## src/rtl/burst_pkg.sv

```systemverilog
// Shared types and default widths for the burst loopback slave.
// The read FSM state encoding lives here so the bench and the RTL agree on it.
package burst_pkg;

    localparam int unsigned BURST_DATA_W = 32;
    localparam int unsigned BURST_LEN_W  = 8;
    localparam int unsigned BURST_DEPTH  = 16;

    typedef logic [BURST_DATA_W-1:0] beat_t;

    typedef enum logic [0:0] {
        RD_IDLE,
        RD_STREAM
    } rd_state_t;

endpackage

```

## src/rtl/burst_sync_fifo.sv

```systemverilog
// Single-clock circular buffer with wrap-bit pointers and a registered occupancy count.
// full/empty come only from registered state, so a pop never frees space in the same cycle.
module burst_sync_fifo #(
    parameter int unsigned DATA_W = 32,
    parameter int unsigned DEPTH  = 16
) (
    input  logic                       clk,
    input  logic                       rst,
    input  logic                       push,
    input  logic [DATA_W-1:0]          wdata,
    input  logic                       pop,
    output logic [DATA_W-1:0]          rdata,
    output logic                       full,
    output logic                       empty,
    output logic [$clog2(DEPTH):0]     level
);

    localparam int unsigned AW = $clog2(DEPTH);
    localparam logic [AW:0] ONE = (AW + 1)'(1);

    logic [DATA_W-1:0] mem [DEPTH];
    logic [AW:0]       wr_ptr_q;
    logic [AW:0]       rd_ptr_q;
    logic [AW:0]       level_q;

    always_ff @(posedge clk) begin
        if (rst) begin
            wr_ptr_q <= '0;
            rd_ptr_q <= '0;
            level_q  <= '0;
        end else begin
            if (push) wr_ptr_q <= wr_ptr_q + ONE;
            if (pop)  rd_ptr_q <= rd_ptr_q + ONE;
            case ({push, pop})
                2'b10:   level_q <= level_q + ONE;
                2'b01:   level_q <= level_q - ONE;
                default: level_q <= level_q;
            endcase
        end
    end

    // Storage has no reset; contents are don't-care until written.
    always_ff @(posedge clk) begin
        if (push) mem[wr_ptr_q[AW-1:0]] <= wdata;
    end

    assign full  = (wr_ptr_q[AW] != rd_ptr_q[AW]) && (wr_ptr_q[AW-1:0] == rd_ptr_q[AW-1:0]);
    assign empty = (level_q == '0);
    assign level = level_q;
    assign rdata = mem[rd_ptr_q[AW-1:0]];

endmodule

```

## src/rtl/burst_loopback_slave.sv

```systemverilog
// Burst peer for the APB-to-burst bridge: buffers write bursts and replays them as read bursts.
// Read bursts stall on an empty buffer rather than truncating.
module burst_loopback_slave
    import burst_pkg::*;
#(
    parameter int unsigned DATA_W = BURST_DATA_W,
    parameter int unsigned DEPTH  = BURST_DEPTH,
    parameter int unsigned LEN_W  = BURST_LEN_W
) (
    input  logic                       clk,
    input  logic                       rst,
    input  logic                       burst_valid,
    output logic                       burst_ready,
    input  logic [DATA_W-1:0]          data_burst_out,
    input  logic                       burst_last,
    input  logic                       rd_req,
    input  logic [LEN_W-1:0]           db_length,
    output logic                       db_valid,
    input  logic                       db_ready,
    output logic [DATA_W-1:0]          data_burst_in,
    output logic                       last,
    output logic [$clog2(DEPTH):0]     level,
    output logic [15:0]                wr_bursts,
    output logic                       rd_busy,
    output logic                       req_err
);

    rd_state_t         state_q, state_d;
    logic [LEN_W-1:0]  beats_q, beats_d;
    logic [15:0]       wr_bursts_q;
    logic              req_err_q;
    logic              push, pop, full, empty;
    logic [DATA_W-1:0] rdata;

    assign burst_ready = !full;
    assign push        = burst_valid && burst_ready;

    burst_sync_fifo #(
        .DATA_W (DATA_W),
        .DEPTH  (DEPTH)
    ) u_fifo (
        .clk   (clk),
        .rst   (rst),
        .push  (push),
        .wdata (data_burst_out),
        .pop   (pop),
        .rdata (rdata),
        .full  (full),
        .empty (empty),
        .level (level)
    );

    always_ff @(posedge clk) begin
        if (rst) begin
            state_q     <= RD_IDLE;
            beats_q     <= '0;
            wr_bursts_q <= '0;
            req_err_q   <= 1'b0;
        end else begin
            state_q   <= state_d;
            beats_q   <= beats_d;
            req_err_q <= rd_req && (rd_busy || db_length == '0);
            if (push && burst_last) wr_bursts_q <= wr_bursts_q + 16'd1;
        end
    end

    always_comb begin
        state_d = state_q;
        beats_d = beats_q;
        unique case (state_q)
            RD_IDLE: begin
                if (rd_req && db_length != '0) begin
                    state_d = RD_STREAM;
                    beats_d = db_length;
                end
            end
            RD_STREAM: begin
                if (pop) begin
                    beats_d = beats_q - LEN_W'(1);
                    if (beats_q == LEN_W'(1)) state_d = RD_IDLE;
                end
            end
            default: state_d = RD_IDLE;
        endcase
    end

    always_comb begin
        rd_busy       = (state_q == RD_STREAM);
        db_valid      = rd_busy && !empty;
        last          = db_valid && (beats_q == LEN_W'(1));
        pop           = db_valid && db_ready;
        data_burst_in = db_valid ? rdata : '0;
    end

    assign wr_bursts = wr_bursts_q;
    assign req_err   = req_err_q;

endmodule

```

## config.mk

```make
export PLATFORM = sky130hd
export DESIGN_NAME = burst_loopback_slave
export DESIGN_NICKNAME = d
export VERILOG_FILES = /design/src/rtl/burst_pkg.sv /design/src/rtl/burst_sync_fifo.sv /design/src/rtl/burst_loopback_slave.sv
export SDC_FILE = /design/constraint.sdc
export NUM_CORES = 1
export LEC_CHECK = 0
export BUFFER_PORTS_ARGS = -buffer_cell sky130_fd_sc_hd__buf_2
export CAP_MARGIN = 20
export CORE_ASPECT_RATIO = 1.5
export CORE_MARGIN = 2
export CORE_UTILIZATION = 61
export DETAILED_ROUTE_END_ITERATION = 8
export GPL_TIMING_DRIVEN = 0
export PLACE_DENSITY = 0.79
export SLEW_MARGIN = 20
export SYNTH_ARGS = -nofsm -noshare
export SYNTH_HDL_FRONTEND = slang
export SYNTH_HIERARCHICAL = 1
export SYNTH_SLANG_ARGS = --single-unit
```

## constraint.sdc

```tcl
create_clock -name clk -period 3.9 [get_ports clk]
set_input_delay 0.195 -clock clk [delete_from_list [all_inputs] [get_ports clk]]
set_output_delay 0.195 -clock clk [all_outputs]
set_load 0.02 [all_outputs]
```

; ---- Yosys cells after proc, flatten, opt, wreduce, memory -nomap -nowiden
; Memories as Yosys holds them, arrays and structs flattened. A register that Yosys moved wholly into a read port is not among the register bits.
; Index checks and enable logic that the tools add are counted.
[totals]
ramBits = 512
input_bits = 46
register_bits = 41
mem_bits_ro = 0
n_memories = 1
elab_cells = 51
latchBits = 0
[memory_table]
columns = memory, depth, width, read_ports, rd_clocked_by_memory_dff, wr, line_no
row1 = u_fifo.mem, 16, 32, 1, 1, 1, burst_sync_fifo.sv:21  ; logic [DATA_W-1:0] mem [DEPTH];
[classes]
bitwise = 1
n_shift = 0
eq_ne = 7
n_div = 0
n_mul = 0
n_mux = 13
n_reduce_logical = 16
order_cmp = 0
add_sub_neg = 6
[op_table]
columns = op, n
row1 = $mux 32, 1
row2 = $add 16x1->16 const B, 1
row3 = $mux 8, 2
row4 = $pmux 8 s2, 1
row5 = $add 5x1->5 const B, 3
row6 = $pmux 5 s2, 1
row7 = $eq 8x1->1 const B, 1
row8 = $logic_and 1x1->1, 8
row9 = $logic_not 8->1, 1
row10 = $mux 4, 2
row11 = $reduce_bool 8->1, 1
row12 = $sub 8x1->8 const B, 1
row13 = $logic_not 5->1, 1
row14 = $mux 1, 5
row15 = $sub 5x1->5 const B, 1
row16 = $eq 4x4->1, 1
row17 = $eq 2x1->1 const B, 1
row18 = $eq 2x2->1 const B, 1
row19 = $logic_not 1->1, 2
row20 = $ne 2x1->1 const B, 1
row21 = $ne 2x2->1 const B, 1
row22 = $pmux 1 s2, 1
row23 = $reduce_and 2->1, 1
row24 = $reduce_bool 2->1, 1
row25 = 3 further kinds, 3

; ---- Depth between registers and ports, before layout
; Gate-level depths: netlist (run 1).
[logic_depth]
word_depth = 6
depth_mapped = 15
depth_no_buf = 12

; ---- Cells and area by module
; Netlist (run 1), hierarchy kept.
[by_module_without_submodules]
columns = mod, area_each_um2, cells_per_inst, instances
row1 = burst_sync_fifo, 20200.6, 912, 1
row2 = burst_loopback_slave, 1660.3, 206, 1

; ---- Least setup slack after synthesis (run 1)
; OpenSTA, ideal clock, no wires.
[synth_path]
path_type = reg2reg
from = register u_fifo.level_q[0] (netlist: u_fifo/level[0])
to = register u_fifo.level_q[4] (netlist: u_fifo/level[4])
setup_time_ns = 0.062
slack_ns = 0.546
period_less_slack_ns = 3.354
arrival_ns = 3.292
path_stages_with_launch = 14
path_cell_list = dfxtp_1 or4_1 nor2_1 and2b_4 nand2_2 clkinv_1 ha_1 buf_2 xor2_1 ha_1 o21ai_0 o22ai_1 or4b_1 nand3_1
[synth_via]
elab_chain_len = 6
elab_cells_between_ends = 10
cone_classes = add/sub (2) / eq/ne (2) / mux (1) / reduce/logical (5)
[synth_lines]
columns = item, line_no
row1 = from (decl), burst_sync_fifo.sv:24  ; logic [AW:0] level_q;
row2 = from (signal assigned), burst_sync_fifo.sv:35  ; 2'b10: level_q <= level_q + ONE;
row3 = from (signal assigned), burst_sync_fifo.sv:36  ; 2'b01: level_q <= level_q - ONE;
row4 = from (signal assigned), burst_sync_fifo.sv:37  ; default: level_q <= level_q;
row5 = $logic_not 5->1 *, burst_sync_fifo.sv:48  ; assign empty = (level_q == '0);
row6 = via empty, burst_loopback_slave.sv:32  ; logic push, pop, full, empty;
row7 = $logic_not 1->1 *, burst_loopback_slave.sv:89  ; db_valid = rd_busy && !empty;
row8 = $logic_and 1x1->1 *, burst_loopback_slave.sv:89
row9 = $logic_and 1x1->1 *, burst_loopback_slave.sv:91  ; pop = db_valid && db_ready;
row10 = via pop, burst_loopback_slave.sv:32
row11 = $eq 2x1->1 or $eq 2x2->1 (tied branches), burst_sync_fifo.sv:34  ; case ({push, pop})
row12 = $pmux 5 s2 or $reduce_bool 2->1 (tied branches), -
; Mark *: on every way through the listed nets, which the timed path passes. The rest lies on a longest branch.
; A chain may end at the register's enable or synchronous reset.

; ---- Worst setup path after layout (run 1)
; Ends and elaborated chain as after synthesis.

==> impl_summary.log, run 1 <==
[metrics] outcome: complete, no violations
[metrics] type of destination of the critical path: register
[metrics] vias in the first global route: 12260
[metrics] Setup Slack @ Placement: 0.1761 ns
[metrics] TritonCTS clock tree: built
[metrics] port buffer count: 103
[metrics] library cells used by synthesis: 61
[metrics] Routed Wire Length: 50.51 mm
[metrics] power consumption: 12.33 mW
[metrics] Clk Latency, worst-skew pair: 0.58 ns
[metrics] number of clock sinks seen by CTS: 557
[metrics] share of final-layout standard cells stronger than drive strength 1: 27.01%
[metrics] number of standard-cell rows in the floorplan: 84
[metrics] final non-filler cell total: 1828
[metrics] launch point of the worst reg-to-reg path: u_fifo/level[0]
[metrics] Max Cap Viol: 0
[metrics] Hold Path End: u_fifo/mem[12][0]
[metrics] Layout Skew: 0.01335 ns
[metrics] relative contribution of the clock network to total power: 36.1%
[metrics] FF-to-FF path depth: 13
[metrics] crit path buf inv count: 2
[metrics] switching power total: 2.795 mW
[metrics] total leakage power: 8.248 nW
[metrics] maximum achievable frequency: 272.6 MHz
[metrics] category of the most critical setup path: reg2reg
[metrics] final worst-path setup slack: 0.2322 ns
[metrics] Pint: 9.532 mW
[metrics] category of the worst setup path launch point: register
[metrics] post-synthesis net count: 1176
[metrics] number of antenna violations at the first check in global routing: 0
[metrics] worst hold path cell count: 1
[metrics] fraction of registers with async set or reset after synthesis: 0%
[metrics] Die Wd: 158.6 um
[metrics] fraction of power consumed by sequential logic: 54.1%
[metrics] number of cells produced by synthesis: 1118
[metrics] top library cells by usage in the layout, fill and taps aside: sky130_fd_sc_hd__edfxtp_1, sky130_fd_sc_hd__mux4_2, sky130_fd_sc_hd__buf_2
[metrics] delay of the slowest cell on the worst path: 0.54 ns
[metrics] Max-Slew Margin vs Limit: 38.16%
[metrics] power density over the cells: 491.6 nW/um^2
[metrics] clock buffer count from CTS: 48
[metrics] post-route clock period utilization: 94.05%
[metrics] overall via count from detail_route: 11890
[metrics] endpoint of the worst-slack reg-to-reg timing path: u_fifo/level[4]
[metrics] crit-path leading delay family: simple AND/OR/NAND/NOR gates
[metrics] combinational share of power: 9.7%
[metrics] worst setup slack for register-to-register paths: 0.23 ns
[metrics] sequential share of the synthesized area: 74.45%
[metrics] number of inserted diodes: 0
[metrics] Critical Path, Cell by Cell: or4_1 -> nor2_1 -> and2b_4 -> nand2_2 -> clkinvlp_4 -> ha_1 -> buf_2 -> xor2_1 -> ha_1 -> a21oi_1 -> a221oi_2 -> or4b_1 -> nand3_1
[metrics] Clock Path Buffers: 3
[metrics] portion of synthesized cell area occupied by the leading cell type: 70.33%
[metrics] WP data arrival: 4.19 ns
[metrics] setup total negative slack: 0 ns
[metrics] clock root cell: sky130_fd_sc_hd__clkbuf_16
[metrics] Hold Slack: 0.008469 ns
[metrics] number of levels in the clock H-tree: 2
[metrics] VDD IR max: 411.1 uV
[metrics] DPL Wire Length: 29.04 mm
[metrics] number of routed nets with antenna violations: 0
[metrics] library cell occupying the most area in the post-synthesis netlist: sky130_fd_sc_hd__edfxtp_1
[metrics] P&R area growth vs syn: 14.70%
[metrics] count of routing violations after the opening detailed-route iteration: 1369
[metrics] DRC violations left: 0
[metrics] number of register bits inferred by synthesis: 557
[metrics] die area: 37400 um^2
[metrics] die height: 235.9 um
[metrics] clock transition at the registers of the reported paths: 0.06 ns
[metrics] WL per Instance: 27.63 um
[metrics] final estimated routing congestion in global placement: 0.8212
[metrics] total number of nets in the final design: 1378
[metrics] most area-consuming cells after synthesis: sky130_fd_sc_hd__edfxtp_1, sky130_fd_sc_hd__mux4_2, sky130_fd_sc_hd__dfxtp_1
[metrics] first drt pass iteration count: 5
[metrics] most numerous cell on the critical path: sky130_fd_sc_hd__ha_1
[metrics] initial core utilization: 62.09%
[metrics] total track usage: 27.76%
[metrics] hold path startpoint: data_burst_out[0]
[metrics] slowest library cell on the worst path: sky130_fd_sc_hd__or4_1
[metrics] critical path required time: 4.42 ns
[metrics] routed via count divided by cell count: 6.506
[metrics] largest net degree at the start of global routing: 33
[metrics] Placed Instances: 1708
[metrics] switching share of power: 22.68%
[metrics] mapped cell area: 21860 um^2
[metrics] final critical path time including I/O delays and setup: 3.668 ns
[metrics] core region area: 35210 um^2
[metrics] biggest fanout along the worst timing path: 9
[metrics] leading register cell type out of synthesis: sky130_fd_sc_hd__edfxtp_1
[metrics] setup repair after global routing missed its margin: no
[metrics] total overflow reported by the global router: 0
[metrics] commonest non-fill, non-tap cell in the layout: sky130_fd_sc_hd__edfxtp_1
[metrics] Synth Area per Inst: 19.55 um^2
[metrics] worst min-delay path class: in2reg
[metrics] final number of setup-violating endpoints: 0
[metrics] Yosys warnings: 6
[metrics] Tightest Pin Transition: 0.9276 ns
[metrics] final number of max-transition violations: 0
[metrics] total I/O pin count: 104
[metrics] global-route wire length before repair: 74.69 mm
[metrics] count of endpoints failing hold in the final timing report: 0
[metrics] number of synthesized flops with an enable pin: 512
[Yosys cell counts (2+ instances only)]
master and n:
sky130_fd_sc_hd__nand2b_1 2, sky130_fd_sc_hd__nand4_1 8, sky130_fd_sc_hd__a211oi_1 2, sky130_fd_sc_hd__dfxtp_1 45
sky130_fd_sc_hd__and3_1 5, sky130_fd_sc_hd__o21ai_0 6, sky130_fd_sc_hd__a31o_1 2, sky130_fd_sc_hd__clkbuf_1 27
sky130_fd_sc_hd__mux4_2 128, sky130_fd_sc_hd__clkinv_1 2, sky130_fd_sc_hd__and2_1 49, sky130_fd_sc_hd__nor2_1 36
sky130_fd_sc_hd__nand3_1 14, sky130_fd_sc_hd__nand4b_1 2, sky130_fd_sc_hd__nand2_1 49, sky130_fd_sc_hd__inv_1 11
sky130_fd_sc_hd__mux2i_1 5, sky130_fd_sc_hd__o32ai_1 2, sky130_fd_sc_hd__nor3b_1 4, sky130_fd_sc_hd__xor2_1 14
sky130_fd_sc_hd__a21oi_1 10, sky130_fd_sc_hd__buf_4 10, sky130_fd_sc_hd__o22ai_1 4, sky130_fd_sc_hd__ha_1 12
sky130_fd_sc_hd__a22oi_1 66, sky130_fd_sc_hd__nor2b_1 8, sky130_fd_sc_hd__buf_2 11, sky130_fd_sc_hd__nor3_1 11
sky130_fd_sc_hd__buf_1 11, sky130_fd_sc_hd__mux2_2 3, sky130_fd_sc_hd__xnor2_1 11, sky130_fd_sc_hd__a221oi_1 3
sky130_fd_sc_hd__or4_1 2, sky130_fd_sc_hd__nor4_2 3, sky130_fd_sc_hd__or3_1 3, sky130_fd_sc_hd__edfxtp_1 512
[cell families (layout without fill, tap and decap cells)]
| family | Yosys count | after routing | synth area share (%) |
|---|---|---|---|
| AOI/OAI and AO/OA | 102 | 102 | 3.400 |
| xor gates and xnor gates | 25 | 25 | 1.002 |
| adders and majority gates | 12 | 12 | 0.6868 |
| buffers and inverters | 73 | 310 | 1.494 |
| DFF | 557 | 557 | 74.45 |
| muxes | 136 | 136 | 13.57 |
| and+or+nand+nor | 213 | 213 | 5.397 |
[routing by layer]
| metal | global-route usage (%) | wire, um |
|---|---|---|
| met5 | 0 | 0 |
| met2 | 47.53 | 26410 |
| met1 | 35.34 | 18100 |
| met4 | 12.09 | 2193 |
| met3 | 4.152 | 3810 |
[layout make-up]
type / count / area, um^2
sequential: 557 / 16280
clock inverter: 23 / 137.6
clock buffer: 62 / 1296
timing repair buffer: 153 / 1161
tap: 473 / 591.8
fill: 2072 / 10130
inverter: 13 / 52.55
buffer: 59 / 274.0
multi-input combinational: 488 / 5286
[state kept, by name, indices dropped and copies added (netlist names), named ones only]
signal and cells:
u_fifo/mem 512, wr_bursts 16, beats_q 8, u_fifo/level 5, u_fifo/rd_ptr_q 5, u_fifo/wr_ptr_q 5, rd_busy 1, req_err 1
[how the worst max path moves through the flow]
| stage | start | to | depth (start not counted) | slack, ns |
|---|---|---|---|---|
| 2_1_floorplan | u_fifo/level[0] | u_fifo/level[4] | 13 | 0.55 |
| 3_3_place_gp | u_fifo/wr_ptr_q[2] | u_fifo/mem[1][9] | 9 | -0.15 |
| 3_5_place_dp | u_fifo/level[1] | u_fifo/level[4] | 13 | 0.18 |
| 4_1_cts | u_fifo/level[1] | u_fifo/level[4] | 13 | 0.17 |
| 5_1_grt | u_fifo/level[1] | u_fifo/level[4] | 13 | 0.005 |
| 6_report | u_fifo/level[0] | u_fifo/level[4] | 13 | 0.23 |
[stage by stage]
step / utilization (%) / cell area [um^2]
2_1_floorplan: - / 21860
3_3_place_gp: 65.23 / 22970
3_5_place_dp: 66.14 / 23290
4_1_cts: 71.12 / 25040
5_1_grt: 71.22 / 25080
6_report: 71.22 / 25080
[timing repair]
action / CTS / global route
hold buffers: 32 / 0
buffers inserted: 0 / 4
endpoints found under the hold margin: 435 / 0
resized for setup: 0 / 2
setup endpoints to repair: 0 / 2
[worst register-to-register path: stages, from the launching register on]
cell and delay [ns]:
sky130_fd_sc_hd__dfxtp_1 0.37, sky130_fd_sc_hd__or4_1 0.54, sky130_fd_sc_hd__nor2_1 0.21, sky130_fd_sc_hd__and2b_4 0.28
sky130_fd_sc_hd__nand2_2 0.19, sky130_fd_sc_hd__clkinvlp_4 0.21, sky130_fd_sc_hd__ha_1 0.24, sky130_fd_sc_hd__buf_2 0.17
sky130_fd_sc_hd__xor2_1 0.20, sky130_fd_sc_hd__ha_1 0.22, sky130_fd_sc_hd__a21oi_1 0.09, sky130_fd_sc_hd__a221oi_2 0.33
sky130_fd_sc_hd__or4b_1 0.46, sky130_fd_sc_hd__nand3_1 0.09
[power groups by stage]
stage / clock network (mW) / registers, mW / logic, mW
floorplan: 0 / 6.80 / 0.757
detailed placement: 0 / 6.79 / 1.15
global placement: 0 / 6.79 / 1.12
CTS: 4.52 / 6.67 / 1.19
finish: 4.46 / 6.67 / 1.20
global route: 4.72 / 6.68 / 1.29
No activity file was read; power rests on OpenSTA's default activity.
==> inputs of run 2 (changes only) <==
--- a/config.mk
+++ b/config.mk
@@ -12,6 +12,7 @@
 export CORE_UTILIZATION = 61
 export DETAILED_ROUTE_END_ITERATION = 8
 export GPL_TIMING_DRIVEN = 0
+export HOLD_SLACK_MARGIN = 0.03
 export PLACE_DENSITY = 0.79
 export SLEW_MARGIN = 20
 export SYNTH_ARGS = -nofsm -noshare
==> constraint.sdc (replaced) <==
create_clock -name clk -period 4 [get_ports clk]
set_input_delay 0.2 -clock clk [delete_from_list [all_inputs] [get_ports clk]]
set_output_delay 0.2 -clock clk [all_outputs]
set_load 0.02 [all_outputs]
==> run 2 against run 1 <==
Clock power is 3% lower. Setup slack better by 0.089 ns. Combinational power hardly changed. Worst hold slack better by 0.033 ns. Cell count is 0.27% higher. Design area is 0.17% higher. Fmax is 0.30% lower. Clock skew is 0.0019 ns higher. Total power is 2.5% lower. Sequential power is 3% lower. Die area stayed put. Register-to-register slack better by 0.09 ns. Critical endpoint unchanged. Largest power group unchanged.
==> impl_summary.log, run 2 (synthesis gave the netlist of run 1 again) <==
[metrics] number of levels in the clock H-tree: 2 (unchanged)
[metrics] outcome: complete, no violations (unchanged)
[metrics] Clk Latency, worst-skew pair: 0.58 ns (about the same)
[metrics] number of standard-cell rows in the floorplan: 84 (unchanged)
[metrics] number of inserted diodes: 0 (unchanged)
[metrics] DPL Wire Length: 29.04 mm (unchanged)
[metrics] maximum achievable frequency: 271.8 MHz (was 272.6 MHz)
[metrics] number of clock sinks seen by CTS: 557 (unchanged)
[metrics] setup repair after global routing missed its margin: no (unchanged)
[metrics] Hold Path End: u_fifo/level[4] (was u_fifo/mem[12][0])
[metrics] endpoint of the worst-slack reg-to-reg timing path: u_fifo/level[4] (unchanged)
[metrics] final number of setup-violating endpoints: 0 (unchanged)
[metrics] overall via count from detail_route: 11840 (was 11890)
[metrics] Most Used Layer, Global Route: met2 (unchanged)
[metrics] WP data arrival: 4.20 ns (was 4.19 ns)
[metrics] worst hold path cell count: 3 (was 1)
[metrics] Routed Wire Length: 50.53 mm (was 50.51 mm)
[metrics] core region area: 35210 um^2 (unchanged)
[metrics] final critical path time including I/O delays and setup: 3.679 ns (was 3.668 ns)
[metrics] DRC violations left: 0 (unchanged)
[metrics] relative contribution of the clock network to total power: 36.1% (about the same)
[metrics] Die Wd: 158.6 um (unchanged)
[metrics] Clock Path Buffers: 3 (unchanged)
[metrics] total leakage power: 8.268 nW (was 8.248 nW)
[metrics] Hold Slack: 0.04108 ns (was 0.008469 ns)
[metrics] clock root cell: sky130_fd_sc_hd__clkbuf_16 (unchanged)
[metrics] number of routed nets with antenna violations: 0 (unchanged)
[metrics] number of antenna violations at the first check in global routing: 0 (unchanged)
[metrics] worst min-delay path class: in2reg (unchanged)
[metrics] first drt pass iteration count: 5 (unchanged)
[metrics] total number of nets in the final design: 1383 (was 1378)
[metrics] final number of max-transition violations: 0 (unchanged)
[metrics] TritonCTS clock tree: built (unchanged)
[metrics] GRT met1 Usage: 35.31% (was 35.34%)
[metrics] GR Util met3: 4.189% (was 4.152%)
[metrics] Max-Slew Margin vs Limit: 38.29% (was 38.16%)
[metrics] fraction of power consumed by sequential logic: 54.1% (about the same)
[metrics] vias in the first global route: 12270 (was 12260)
[metrics] global routing met2 resource utilization: 47.57% (was 47.53%)
[metrics] combinational share of power: 9.8% (was 9.7%)
[metrics] switching power total: 2.719 mW (was 2.795 mW)
[metrics] total I/O pin count: 104 (unchanged)
[metrics] total track usage: 27.78% (was 27.76%)
[metrics] clock transition at the registers of the reported paths: 0.06 ns (about the same)
[metrics] largest net degree at the start of global routing: 33 (unchanged)
[metrics] global-route wire length before repair: 74.73 mm (was 74.69 mm)
[metrics] power consumption: 12.01 mW (was 12.33 mW)
[metrics] die area: 37400 um^2 (unchanged)
[metrics] final estimated routing congestion in global placement: 0.8212 (unchanged)
[metrics] die height: 235.9 um (unchanged)
[metrics] Layout Skew: 0.01527 ns (was 0.01335 ns)
[metrics] launch point of the worst reg-to-reg path: u_fifo/level[0] (unchanged)
[metrics] hold path startpoint: rst (was data_burst_out[0])
[metrics] Pint: 9.296 mW (was 9.532 mW)
[metrics] port buffer count: 103 (unchanged)
[metrics] VDD IR max: 400.3 uV (was 411.1 uV)
[metrics] routed via count divided by cell count: 6.458 (was 6.506)
[metrics] power density over the cells: 478.3 nW/um^2 (was 491.6 nW/um^2)
[metrics] category of the most critical setup path: reg2reg (unchanged)
[metrics] critical path required time: 4.52 ns (was 4.42 ns)
[metrics] Max Cap Viol: 0 (unchanged)
[metrics] number of flip-flops under the largest register name: 512 (unchanged)
[metrics] Util after Layout: 71.34% (was 71.22%)
[metrics] FF-to-FF path depth: 13 (unchanged)
[metrics] clock buffer count from CTS: 48 (unchanged)
[metrics] commonest non-fill, non-tap cell in the layout: sky130_fd_sc_hd__edfxtp_1 (unchanged)
[metrics] type of destination of the critical path: register (unchanged)
[metrics] share of final-layout standard cells stronger than drive strength 1: 26.91% (was 27.01%)
[metrics] switching share of power: 22.63% (was 22.68%)
[metrics] P&R area growth vs syn: 14.90% (was 14.70%)
[metrics] total overflow reported by the global router: 0 (unchanged)
[metrics] post-route clock period utilization: 91.97% (was 94.05%)
[metrics] biggest fanout along the worst timing path: 9 (unchanged)
[metrics] Tightest Pin Transition: 0.9256 ns (was 0.9276 ns)
[metrics] worst setup slack for register-to-register paths: 0.32 ns (was 0.23 ns)
[metrics] WL per Instance: 27.57 um (was 27.63 um)
[metrics] top library cells by usage in the layout, fill and taps aside: sky130_fd_sc_hd__edfxtp_1, sky130_fd_sc_hd__mux4_2, sky130_fd_sc_hd__buf_2 (unchanged)
[metrics] count of routing violations after the opening detailed-route iteration: 1317 (was 1369)
[metrics] count of endpoints failing hold in the final timing report: 0 (unchanged)
[metrics] category of the worst setup path launch point: register (unchanged)
[metrics] initial core utilization: 62.09% (unchanged)
[run 2: cell types whose count changed in the layout (fill, tap and decap cells not counted), sizes merged]
cell         before  now
dlygate4sd3      32   36
clkbuf           89   90
[run 2: final cells by class]
class                           instances  area [um^2]
Buffer                                 60        277.8
Clock buffer                           62         1296
Clock inverter                         23        137.6
Fill cell                            2069        10090
Inverter                               13        52.55
Multi-Input combinational cell        488         5286
Sequential cell                       557        16280
Tap cell                              473        591.8
Timing Repair Buffer                  157         1201
[run 2: how the worst max path moves through the flow]
stage	to	slack [ns]	startpoint	cells past startpoint
6_report	u_fifo/level[4]	0.32	u_fifo/level[0]	13
5_1_grt	u_fifo/level[4]	0.01	u_fifo/wr_ptr_q[2]	15
4_1_cts	u_fifo/level[4]	0.27	u_fifo/level[1]	13
3_5_place_dp	u_fifo/level[4]	0.28	u_fifo/level[1]	13
3_3_place_gp	u_fifo/mem[1][9]	-0.05	u_fifo/wr_ptr_q[2]	9
2_1_floorplan	u_fifo/level[4]	0.65	u_fifo/level[0]	13
[run 2: power groups by stage]
stage	combinational, mW	sequential (mW)	clock, mW
3_3_place_gp	1.09	6.62	0
3_5_place_dp	1.12	6.63	0
2_1_floorplan	0.738	6.63	0
6_report	1.17	6.50	4.34
5_1_grt	1.26	6.51	4.60
4_1_cts	1.17	6.50	4.40
[run 2: critical path, stage by stage (launching register included)]
cell                         delay, ns
sky130_fd_sc_hd__dfxtp_1          0.37
sky130_fd_sc_hd__or4_1            0.54
sky130_fd_sc_hd__nor2_1           0.22
sky130_fd_sc_hd__and2b_4          0.28
sky130_fd_sc_hd__nand2_2          0.19
sky130_fd_sc_hd__clkinvlp_4       0.21
sky130_fd_sc_hd__ha_1             0.24
sky130_fd_sc_hd__buf_2            0.17
sky130_fd_sc_hd__xor2_1           0.20
sky130_fd_sc_hd__ha_1             0.22
sky130_fd_sc_hd__a21oi_1          0.09
sky130_fd_sc_hd__a221oi_2         0.33
sky130_fd_sc_hd__or4b_1           0.46
sky130_fd_sc_hd__nand3_1          0.09
[run 2: metrics by stage]
step / area, um^2 / cells / worst slack [ns] / TNS [ns]
floorplan: 21860 / 1118 / 0.6456 / 0
global placement: 22970 / 1694 / -0.04572 / -3.032
detailed placement: 23290 / 1708 / 0.2761 / 0
CTS: 25080 / 1829 / 0.2667 / 0
global route: 25120 / 1833 / 0.01082 / 0
finish: 25120 / 1833 / 0.3211 / 0
[run 2: timing repair]
| action | CTS | global route |
|---|---|---|
| endpoints found under the hold margin | 515 | 0 |
| buffers inserted | 0 | 4 |
| setup endpoints to repair | 0 | 2 |
| hold buffers | 36 | 0 |
| resized for setup | 0 | 2 |
[run 2: metal layers]
layer / part of all wire, % / wire length (um)
met5: 0 / 0
met2: 52 / 26480
met1: 35 / 17900
met4: 4.5 / 2250
met3: 7.7 / 3896
==> inputs of run 3 (changes only) <==
--- a/config.mk
+++ b/config.mk
@@ -9,12 +9,11 @@
 export CAP_MARGIN = 20
 export CORE_ASPECT_RATIO = 1.5
 export CORE_MARGIN = 2
-export CORE_UTILIZATION = 61
+export CORE_UTILIZATION = 65
 export DETAILED_ROUTE_END_ITERATION = 8
 export GPL_TIMING_DRIVEN = 0
 export HOLD_SLACK_MARGIN = 0.03
-export PLACE_DENSITY = 0.79
-export SLEW_MARGIN = 20
+export PLACE_DENSITY = 0.84
 export SYNTH_ARGS = -nofsm -noshare
 export SYNTH_HDL_FRONTEND = slang
 export SYNTH_HIERARCHICAL = 1
==> constraint.sdc (replaced) <==
create_clock -name clk -period 4.4 [get_ports clk]
set_input_delay 0.22 -clock clk [delete_from_list [all_inputs] [get_ports clk]]
set_output_delay 0.22 -clock clk [all_outputs]
set_load 0.02 [all_outputs]
==> run 3 against run 2 <==
Worst hold slack worse by 0.0021 ns. Critical path depth stayed put. Clock power is 6.2% lower. Design area is 0.12% lower. Non-clock buffer count is 5 lower. Count of clock-buffer cells in the layout is 1 higher. Critical path type unchanged. Largest power group unchanged. Highest routed layer unchanged.
==> impl_summary.log, run 3 (synthesis gave the netlist of run 1 again) <==
[metrics] Die Wd: 153.7 um (was 158.6 um)
[metrics] clock root cell: sky130_fd_sc_hd__clkbuf_16 (unchanged)
[metrics] power consumption: 11.06 mW (was 12.01 mW)
[metrics] count of endpoints failing hold in the final timing report: 0 (unchanged)
[metrics] number of routed nets with antenna violations: 0 (unchanged)
[metrics] Routed Wire Length: 53.04 mm (was 50.53 mm)
[metrics] DPL Wire Length: 29.65 mm (was 29.04 mm)
[metrics] GRT met1 Usage: 38.11% (was 35.31%)
[metrics] final number of setup-violating endpoints: 0 (unchanged)
[metrics] die height: 228.6 um (was 235.9 um)
[metrics] total number of nets in the final design: 1378 (was 1383)
[metrics] core region area: 33240 um^2 (was 35210 um^2)
[metrics] TritonCTS clock tree: built (unchanged)
[metrics] P&R area growth vs syn: 14.76% (was 14.90%)
[metrics] final critical path time including I/O delays and setup: 3.854 ns (was 3.679 ns)
[metrics] Critical Path, Cell by Cell: or4_1 -> nor2_1 -> and2b_4 -> nand2_2 -> clkinv_1 -> ha_1 -> buf_2 -> xor2_1 -> ha_1 -> a21oi_1 -> a221oi_2 -> or4b_1 -> nand3_1 (was or4_1 -> nor2_1 -> and2b_4 -> nand2_2 -> clkinvlp_4 -> ha_1 -> buf_2 -> xor2_1 -> ha_1 -> a21oi_1 -> a221oi_2 -> or4b_1 -> nand3_1)
[metrics] slowest library cell on the worst path: sky130_fd_sc_hd__or4_1 (unchanged)
[metrics] Max-Slew Margin vs Limit: 34.71% (was 38.29%)
[metrics] total leakage power: 8.284 nW (was 8.268 nW)
[metrics] fill cell total of the finished layout: 1759 (was 2069)
[metrics] area of placed instances: 23260 um^2 (was 23290 um^2)
[metrics] clock transition at the registers of the reported paths: 0.07 ns (was 0.06 ns)
[metrics] power density over the cells: 440.7 nW/um^2 (was 478.3 nW/um^2)
[metrics] number of clock sinks seen by CTS: 557 (unchanged)
[metrics] outcome: complete, no violations (unchanged)
[metrics] number of levels in the clock H-tree: 2 (unchanged)
[metrics] number of antenna violations at the first check in global routing: 1 (was 0)
[metrics] count of routing violations after the opening detailed-route iteration: 1445 (was 1317)
[metrics] crit path buf inv count: 2 (unchanged)
[metrics] final estimated routing congestion in global placement: 0.8377 (was 0.8212)
[metrics] category of the most critical setup path: reg2reg (unchanged)
[metrics] GR Util met3: 6.143% (was 4.189%)
[metrics] setup repair after global routing missed its margin: no (unchanged)
[metrics] first drt pass iteration count: 6 (was 5)
[metrics] count of cell instances traversed by the critical path: 13 (unchanged)
[metrics] cell area after layout: 25090 um^2 (was 25120 um^2)
[metrics] routed via count divided by cell count: 6.823 (was 6.458)
[metrics] worst min-delay path class: in2reg (unchanged)
[metrics] die area: 35150 um^2 (was 37400 um^2)
[metrics] cells resized by post-CTS repair: 0 (unchanged)
[metrics] clock buffer count from CTS: 48 (unchanged)
[metrics] global routing met2 resource utilization: 51.07% (was 47.57%)
[metrics] WL per Instance: 29.80 um (was 27.57 um)
[metrics] delay of the slowest cell on the worst path: 0.54 ns (about the same)
[metrics] DRC violations left: 0 (unchanged)
[metrics] share of final-layout standard cells stronger than drive strength 1: 26.93% (was 26.91%)
[metrics] total track usage: 30.47% (was 27.78%)
[metrics] most numerous cell on the critical path: sky130_fd_sc_hd__ha_1 (unchanged)
[metrics] VDD IR max: 414.4 uV (was 400.3 uV)
[metrics] total overflow reported by the global router: 0 (unchanged)
[metrics] type of destination of the critical path: register (unchanged)
[metrics] commonest non-fill, non-tap cell in the layout: sky130_fd_sc_hd__edfxtp_1 (unchanged)
[metrics] critical path required time: 4.91 ns (was 4.52 ns)
[metrics] WP data arrival: 4.36 ns (was 4.20 ns)
[metrics] overall via count from detail_route: 12150 (was 11840)
[metrics] Clk Latency, worst-skew pair: 0.57 ns (was 0.58 ns)
[metrics] Layout Skew: 0.01060 ns (was 0.01527 ns)
[metrics] setup total negative slack: 0 ns (unchanged)
[metrics] Clock Path Buffers: 3 (unchanged)
[metrics] Hold Slack: 0.03900 ns (was 0.04108 ns)
[metrics] biggest fanout along the worst timing path: 14 (was 9)
[metrics] global-route wire length before repair: 77.93 mm (was 74.73 mm)
[metrics] category of the worst setup path launch point: register (unchanged)
[metrics] post-route clock period utilization: 87.60% (was 91.97%)
[metrics] worst hold path cell count: 1 (was 3)
[metrics] total I/O pin count: 104 (unchanged)
[metrics] port buffer count: 103 (unchanged)
[metrics] initial core utilization: 65.76% (was 62.09%)
[metrics] final number of max-transition violations: 0 (unchanged)
[metrics] number of flip-flops under the largest register name: 512 (unchanged)
[metrics] top library cells by usage in the layout, fill and taps aside: sky130_fd_sc_hd__edfxtp_1, sky130_fd_sc_hd__mux4_2, sky130_fd_sc_hd__buf_2 (unchanged)
[metrics] Tightest Pin Transition: 0.9794 ns (was 0.9256 ns)
[metrics] Most Used Layer, Global Route: met2 (unchanged)
[metrics] crit-path leading delay family: simple AND/OR/NAND/NOR gates (unchanged)
[metrics] maximum achievable frequency: 259.5 MHz (was 271.8 MHz)
[metrics] largest net degree at the start of global routing: 25 (was 33)
[metrics] number of standard-cell rows in the floorplan: 82 (was 84)
[metrics] Max Cap Viol: 0 (unchanged)
[metrics] FF-to-FF path depth: 13 (unchanged)
[metrics] vias in the first global route: 12690 (was 12270)
-- run 3: cell types whose count changed in the layout (fill, tap and decap cells not counted), moves of 2 or more --
| cell | previous run | this run |
|---|---|---|
| sky130_fd_sc_hd__buf_4 | 14 | 10 |
| sky130_fd_sc_hd__dlygate4sd3_1 | 36 | 33 |
| sky130_fd_sc_hd__and2_2 | 14 | 16 |
| sky130_fd_sc_hd__and2_4 | 2 | 0 |
| sky130_fd_sc_hd__buf_12 | 12 | 14 |
| sky130_fd_sc_hd__bufinv_16 | 1 | 3 |
| sky130_fd_sc_hd__clkbuf_8 | 0 | 2 |
| sky130_fd_sc_hd__inv_6 | 0 | 2 |
-- run 3: path summary, 6_finish.rpt --
| check | to | from | slack (ns) |
|---|---|---|---|
| min reg2reg | beats_q[6] | beats_q[6] | 0.48 |
| max | u_fifo/level[4] | u_fifo/level[0] | 0.55 |
| min | u_fifo/mem[13][7] | data_burst_out[7] | 0.04 |
| max reg2reg | u_fifo/level[4] | u_fifo/level[0] | 0.55 |
-- run 3: layout make-up --
cell class                      count  area (um^2)  share of cell area, %
Tap cell                          420        525.5                  2.095
Sequential cell                   557        16280                  64.87
Clock inverter                     26        198.9                 0.7930
Multi-Input combinational cell    488         5279                  21.04
Buffer                             60        277.8                  1.107
Timing Repair Buffer              152         1181                  4.708
Antenna cell                        1        2.502               0.009975
Clock buffer                       63         1299                  5.177
Inverter                           13        48.80                 0.1945
-- run 3: routing by layer --
metal / share of wire [%] / up-vias
li1: - / 4961
met1: 34 / 6135
met2: 51 / 873
met3: 10 / 176
met4: 5.1 / 0
met5: 0 / -
-- run 3: power breakdown --
| group | leakage, nW | internal, mW | switching, mW |
|---|---|---|---|
| clock | 0.732 | 2.26 | 1.81 |
| sequential | 4.99 | 5.86 | 0.0531 |
| combinational | 2.56 | 0.455 | 0.619 |
| total | 8.28 | 8.57 | 2.48 |
-- run 3: metrics by stage --
step / instances / util, % / worst slack (ns)
2_1_floorplan: 1118 / - / 1.046
3_3_place_gp: 1641 / 68.89 / 0.3957
3_5_place_dp: 1657 / 69.96 / 0.6396
4_1_cts: 1779 / 75.46 / 0.5908
5_1_grt: 1780 / 75.47 / 0.2892
6_report: 1780 / 75.47 / 0.5458
-- run 3: timing repair --
action | CTS | global route
hold buffers | 33 | 0
hold endpoints to repair | 455 | 0
buffers inserted | 0 | 0
setup endpoints to repair | 0 | 0
-- run 3: worst register-to-register path: cells and delay by family (launching register included) --
kind                       cells  cell delay (ns)
adders and majority gates      2             0.55
and+or+nand+nor                6             1.74
AOI/OAI and AO/OA              2             0.40
DFF                            1             0.36
buffers and inverters          2             0.59
xor gates and xnor gates       1             0.15
